`config.mk`:
```
export PLATFORM = sky130hd
export DESIGN_NAME = amber128_writeback
export DESIGN_NICKNAME = d
export VERILOG_FILES = /design/src/rtl/amber128_pkg.sv /design/src/rtl/amber128_wb_arbiter.sv /design/src/rtl/amber128_writeback.sv
export SDC_FILE = /design/constraint.sdc
export NUM_CORES = 1
export LEC_CHECK = 0
export CORE_AREA = 5 5 168 170
export DETAILED_ROUTE_END_ITERATION = 10
export DIE_AREA = 0 0 173 175
export PLACE_DENSITY = 0.64
export SLEW_MARGIN = 40
export SYNTH_ARGS = -nofsm -noshare
export SYNTH_HDL_FRONTEND = slang
export SYNTH_SLANG_ARGS = --single-unit
```
`constraint.sdc`:
```
create_clock -name clk_i -period 3.18 [get_ports clk_i]
set_input_delay 0.318 -clock clk_i [delete_from_list [all_inputs] [get_ports clk_i]]
set_output_delay 0.318 -clock clk_i [all_outputs]
set_load 0.005 [all_outputs]
```
`src/rtl/amber128_pkg.sv`:
```
// amber128_pkg: shared constants and types for the amber128 data register
// file and its writeback path.
//   D_XLEN          data word width
//   DATA_REG_AW     register address width
//   DATA_REG_COUNT  number of data registers
//   REG_ZERO        hard-wired zero register (writes are discarded)
//   WB_STARVE_LIMIT default MEM starvation limit for the writeback arbiter
package amber128_pkg;

    localparam int D_XLEN         = 128;
    localparam int DATA_REG_AW    = 4;
    localparam int DATA_REG_COUNT = 16;
    localparam logic [DATA_REG_AW-1:0] REG_ZERO = '0;

    localparam int WB_STARVE_LIMIT = 4;

    // Payload presented by an execution source to the writeback port.
    typedef struct packed {
        logic [DATA_REG_AW-1:0] rd;
        logic [D_XLEN-1:0]      data;
    } amber128_wb_result_s;

endpackage

```
`src/rtl/amber128_wb_arbiter.sv`:
```
// amber128_wb_arbiter: two-way priority arbiter between the ALU (high
// priority) and MEM (low priority) writeback sources, with a starvation
// counter that forces a MEM grant once MEM has been refused STARVE_LIMIT
// consecutive cycles.
// Ports:
//   clk_i, rst_ni   clock, asynchronous active-low reset
//   alu_valid_i     ALU result valid
//   mem_valid_i     MEM result valid
//   alu_ready_o     ALU granted this cycle
//   mem_ready_o     MEM granted this cycle
module amber128_wb_arbiter #(
    parameter int STARVE_LIMIT = 4,
    parameter int SC_W         = 3
) (
    input  logic clk_i,
    input  logic rst_ni,
    input  logic alu_valid_i,
    input  logic mem_valid_i,
    output logic alu_ready_o,
    output logic mem_ready_o
);

    logic [SC_W-1:0] starve_q;
    logic [SC_W-1:0] starve_d;
    logic            starved;

    assign starved     = (starve_q == SC_W'(STARVE_LIMIT));
    assign mem_ready_o = mem_valid_i & (~alu_valid_i | starved);
    assign alu_ready_o = alu_valid_i & ~mem_ready_o;

    // Counts consecutive refused MEM cycles; any gap in mem_valid_i or a
    // MEM grant restarts the count.
    always_comb begin
        starve_d = '0;
        if (mem_valid_i && !mem_ready_o) begin
            starve_d = starved ? starve_q : starve_q + SC_W'(1);
        end
    end

    always_ff @(posedge clk_i or negedge rst_ni) begin
        if (!rst_ni) begin
            starve_q <= '0;
        end else begin
            starve_q <= starve_d;
        end
    end

endmodule

```
`src/rtl/amber128_writeback.sv`:
```
// amber128_writeback: producer side of the data register file write port.
// Arbitrates ALU and MEM results onto one registered write port and keeps a
// per-register busy scoreboard for RAW/WAW hazard detection at issue.
// Ports:
//   clk_i, rst_ni                         clock, asynchronous active-low reset
//   issue_valid_i/issue_rd_i/issue_ready_o  destination reservation at issue
//   alu_valid_i/alu_rd_i/alu_data_i/alu_ready_o  ALU result handshake
//   mem_valid_i/mem_rd_i/mem_data_i/mem_ready_o  MEM result handshake
//   chk_ra_i/chk_rb_i, hazard_o           hazard query on regfile read addrs
//   wr_en_o/wr_addr_o/wr_data_o           registered regfile write port
//   busy_o                                scoreboard bits
//   err_o                                 sticky: write to a non-busy register
// Optional feature macro AMBER128_WB_BYPASS_EN: busy clears on the grant edge
// and the registered write port is exposed as a forwarding path
// (fwd_a_hit_o, fwd_b_hit_o, fwd_data_o).
module amber128_writeback
    import amber128_pkg::*;
#(
    parameter int STARVE_LIMIT = WB_STARVE_LIMIT,
    parameter int SC_W         = 3
) (
    input  logic                      clk_i,
    input  logic                      rst_ni,
    input  logic                      issue_valid_i,
    input  logic [DATA_REG_AW-1:0]    issue_rd_i,
    output logic                      issue_ready_o,
    input  logic                      alu_valid_i,
    input  logic [DATA_REG_AW-1:0]    alu_rd_i,
    input  logic [D_XLEN-1:0]         alu_data_i,
    output logic                      alu_ready_o,
    input  logic                      mem_valid_i,
    input  logic [DATA_REG_AW-1:0]    mem_rd_i,
    input  logic [D_XLEN-1:0]         mem_data_i,
    output logic                      mem_ready_o,
    input  logic [DATA_REG_AW-1:0]    chk_ra_i,
    input  logic [DATA_REG_AW-1:0]    chk_rb_i,
    output logic                      hazard_o,
`ifdef AMBER128_WB_BYPASS_EN
    output logic                      fwd_a_hit_o,
    output logic                      fwd_b_hit_o,
    output logic [D_XLEN-1:0]         fwd_data_o,
`endif
    output logic                      wr_en_o,
    output logic [DATA_REG_AW-1:0]    wr_addr_o,
    output logic [D_XLEN-1:0]         wr_data_o,
    output logic [DATA_REG_COUNT-1:0] busy_o,
    output logic                      err_o
);

    logic                      wr_en_q,   wr_en_d;
    logic [DATA_REG_AW-1:0]    wr_addr_q, wr_addr_d;
    logic [D_XLEN-1:0]         wr_data_q, wr_data_d;
    logic [DATA_REG_COUNT-1:0] busy_q,    busy_d;
    logic                      err_q,     err_d;

    amber128_wb_result_s alu_res, mem_res, gnt_res;
    logic                grant;
    logic                gnt_nz;
    logic                issue_acc;
    logic [DATA_REG_COUNT-1:0] set_vec, clr_vec;

    amber128_wb_arbiter #(
        .STARVE_LIMIT (STARVE_LIMIT),
        .SC_W         (SC_W)
    ) u_arb (
        .clk_i       (clk_i),
        .rst_ni      (rst_ni),
        .alu_valid_i (alu_valid_i),
        .mem_valid_i (mem_valid_i),
        .alu_ready_o (alu_ready_o),
        .mem_ready_o (mem_ready_o)
    );

    assign alu_res = '{rd: alu_rd_i, data: alu_data_i};
    assign mem_res = '{rd: mem_rd_i, data: mem_data_i};

    // r0 is never reserved, so issuing to it never stalls.
    assign issue_ready_o = ~busy_q[issue_rd_i] | (issue_rd_i == REG_ZERO);
    assign issue_acc     = issue_valid_i & issue_ready_o & (issue_rd_i != REG_ZERO);
    assign hazard_o      = busy_q[chk_ra_i] | busy_q[chk_rb_i];

    always_comb begin
        gnt_res   = mem_ready_o ? mem_res : alu_res;
        grant     = alu_ready_o | mem_ready_o;
        gnt_nz    = grant & (gnt_res.rd != REG_ZERO);

        // Address/data load on any grant (even to r0); wr_en only for real writes.
        wr_en_d   = gnt_nz;
        wr_addr_d = grant ? gnt_res.rd   : wr_addr_q;
        wr_data_d = grant ? gnt_res.data : wr_data_q;

        set_vec = '0;
        clr_vec = '0;
        if (issue_acc) begin
            set_vec[issue_rd_i] = 1'b1;
        end
`ifdef AMBER128_WB_BYPASS_EN
        // The forwarding path covers the cycle the regfile is not yet written.
        if (gnt_nz) begin
            clr_vec[gnt_res.rd] = 1'b1;
        end
`else
        // Hold busy until the regfile has actually absorbed the write.
        if (wr_en_q) begin
            clr_vec[wr_addr_q] = 1'b1;
        end
`endif
        // Set after clear so a same-edge re-reservation wins.
        busy_d    = (busy_q & ~clr_vec) | set_vec;
        busy_d[0] = 1'b0;

        err_d = err_q | (gnt_nz & ~busy_q[gnt_res.rd]);
    end

    always_ff @(posedge clk_i or negedge rst_ni) begin
        if (!rst_ni) begin
            wr_en_q   <= 1'b0;
            wr_addr_q <= '0;
            wr_data_q <= '0;
            busy_q    <= '0;
            err_q     <= 1'b0;
        end else begin
            wr_en_q   <= wr_en_d;
            wr_addr_q <= wr_addr_d;
            wr_data_q <= wr_data_d;
            busy_q    <= busy_d;
            err_q     <= err_d;
        end
    end

    assign wr_en_o   = wr_en_q;
    assign wr_addr_o = wr_addr_q;
    assign wr_data_o = wr_data_q;
    assign busy_o    = busy_q;
    assign err_o     = err_q;

`ifdef AMBER128_WB_BYPASS_EN
    assign fwd_a_hit_o = wr_en_q & (wr_addr_q == chk_ra_i);
    assign fwd_b_hit_o = wr_en_q & (wr_addr_q == chk_rb_i);
    assign fwd_data_o  = wr_data_q;
`endif

endmodule

```
==> impl_metrics.tcl <==
set metrics [dict create \
    status "finished clean" \
    initial_core_util 0.2581 \
    worst_slew_pin_slew_ns 0.7498 \
    comb_power_share 0.273 \
    place_congestion 0.8135 \
    yosysSeqAreaShare 0.5546 \
    arrival_ns 2.62 \
    overflow 0 \
    ios 435 \
    path_class "input pin to output port" \
    ys_ff_latch 152 \
    layout-drive-gt1-share 0.05887 \
    cts.clk_slew.worst_paths_ns 0.08 \
    syn_nets 1012 \
    cts_buffers 17 \
    htree_num_levels 4 \
    worst_hold_slack_ns 0.3288 \
    finalNetCount 1425 \
    vias 7251 \
    fp.dieW_um 173 \
    crit_path_end_kind "output port" \
    pwr-share-seq 0.396 \
    drt_iter0_drc 411 \
    synth_area_leaders "dfrtp_1 (55%), nor2_1 (15%), o22ai_1 (12%)" \
    cts_resized 0 \
    clkPwrFrac 0.332 \
    grt_antenna_before_repair 1 \
    die_h_um 175 \
    switching_share 0.3021 \
    synthCells 729 \
    antenna_left 0 \
    io_buffers 433 \
    worst_skew_pair.late_latency_ns 0.43 \
    seq_area_sq_um 3804 \
    grt_pass1_vias 7635 \
    dp_slack_ns 0.2276 \
    synth_warnings 0 \
    std_cell_rows 60 \
    clock-root-buffer "clkbuf_16" \
    synth.avg_cell_area_sq_um 9.407 \
    hp-class "input pin to asynchronous set/reset pin" \
    yosysTopAreaCell "dfrtp_1" \
    track_usage 0.1842 \
    p_leak_nw 4.754 \
    die-area_sq_um 30280 \
    setup_slack_ns 0.2405 \
    setup_violations 0 \
    multi_input_area_sq_um 2821 \
    hold_viol 0 \
    synth_enable_flop_cells 0 \
    core_area_sq_um 26580 \
    avgViaCountPerCell 4.844 \
    intPower_mw 4.408 \
    synthToLayoutAreaGrowth_pct 76.77 \
    first_pass_iters 4 \
    final_cell_count_no_fill 1497 \
    drc 0 \
    max_freq_ghz 0.3402 \
    synth_top_area_frac 0.5546 \
    wl_per_cell_um 19.14 \
    irDropWorstVdd_uv 280.3 \
    dp_hpwl_um 21130 \
    power_density_nw_per_um2 520.9 \
    synthesis.area_sq_um 6858 \
    placed_cells 1463 \
    rsz0062_at_grt "false" \
    cts_tree "done" \
    maxCapViolCount 0 \
    fin_crit_ns 2.940 \
    rr_worst_depth 8 \
    skew_ns 0.02103 \
    min_period_over_period 0.9244 \
    postCtsSetupRepairBufs 0 \
    cp_max_fo 8 \
    slew_headroom 0.5001 \
    grt_pass1_wl_um 44360 \
    synth-main-ff-cell "dfrtp_1" \
    cts_sinks 152 \
    setup_tns_ns 0 \
    final_max_slew_viol_count 0 \
    async_flop_share 1.000 \
    nFillCells 2555 \
    grt_max_degree 129 \
    synth_cell_types 47 \
    crit_path_start_kind "input pin" \
    worstPathRequired_ns 2.86 \
    drt-total-wl_um 28650 \
    p_sw_mw 1.908 \
    clock_path_buffers 2 \
    hold_buffers 1 \
]
## placed cells by master (no fill, tap or decap), drive strengths merged, types with 2 or more instances in the layout
cell type        n
o21ai           37
a221oi           2
or2              4
clkbuf          17
clkinvlp         2
mux2i            9
nand2b           5
clkinv           3
or3b             3
inv             17
ha               2
clkdlybuf4s50  432
mux4            10
nand3            3
nand2           17
buf              8
or3              2
dfrtp          152
o22ai          129
nor2           270
a21boi           3
nand3b           2
a21oi            8
mux2             2
## layer usage
layer	share of wire	GRT usage	vias to the layer above
met2	0.50	0.3144	338
met4	0.022	0.05853	2
met3	0.086	0.06815	34
met1	0.40	0.2163	3486
li1	-	-	3391
met5	0.00024	0	-
## Yosys cell counts, types with 6 or more instances
| library cell | n |
|---|---|
| mux4_2 | 10 |
| inv_1 | 8 |
| clkbuf_1 | 26 |
| buf_1 | 6 |
| mux2i_1 | 8 |
| nand2_1 | 16 |
| dfrtp_1 | 152 |
| o22ai_1 | 128 |
| buf_2 | 11 |
| o21ai_0 | 32 |
| a21oi_1 | 7 |
| nor2_1 | 270 |
## through the flow
stage	total power, mW	util	area, sq um
final	6.315	0.4562	12120
after global routing	6.661	0.4561	12120
after CTS	6.394	0.4561	12120
after detailed placement	4.261	0.4330	11510
after global placement	4.242	0.4330	11510
after floorplan	3.030	-	6858
## final cells by class
type	instances	share of cell area
clock inverters	15	0.01466
well taps	341	0.03519
flip-flops and latches	152	0.3138
diodes	1	0.0002064
repair buffers	441	0.3659
clock buffers	17	0.03509
multi-input cells	522	0.2327
inverters	8	0.002477
## worst max-delay path, cell delays in order
cell and delay [ns]:
clkdlybuf4s50_1 0.70, mux4_2 0.56, mux4_2 0.48, inv_1 0.06, clkdlybuf4s50_1 0.49
## sequential cells by signal, indices dropped and copies added (netlist names)
| signal | cells |
|---|---|
| u_arb.starve_q | 3 |
| wr_addr_o | 4 |
| err_o | 1 |
| wr_en_o | 1 |
| wr_data_o | 128 |
| busy_o | 15 |
## worst paths after layout
path | startpoint | slack (ns) | end
setup / recovery | issue_rd_i[0] | 0.24 | issue_ready_o
hold / removal | rst_ni | 0.33 | wr_data_o[78]
setup reg to reg | u_arb.starve_q[0] | 0.90 | err_o
hold reg to reg | u_arb.starve_q[0] | 0.47 | u_arb.starve_q[0]
max in group asynchronous | rst_ni | 1.79 | busy_o[7]
min in group clk_i | alu_data_i[11] | 0.46 | wr_data_o[11]
## power groups by stage
stage               Sequential, mW  Clock (mW)  Combinational, mW
global placement              2.52           0               1.72
global route                  2.54        2.26               1.87
detailed placement            2.53           0               1.73
finish                        2.50        2.10               1.72
floorplan                     2.45           0              0.584
CTS                           2.49        2.16               1.74
## cell families (layout without fill, tap and decap cells)
logic type,after synthesis,after routing,share of synthesized area
other cells,1,2,0.0005468
simple gates,312,312,0.1845
mux,21,21,0.05036
flops,152,152,0.5546
fa+ha+maj,2,2,0.003648
compound gates,186,186,0.1710
buf+inv,55,481,0.03539
Power figures use the tool's default switching activity.
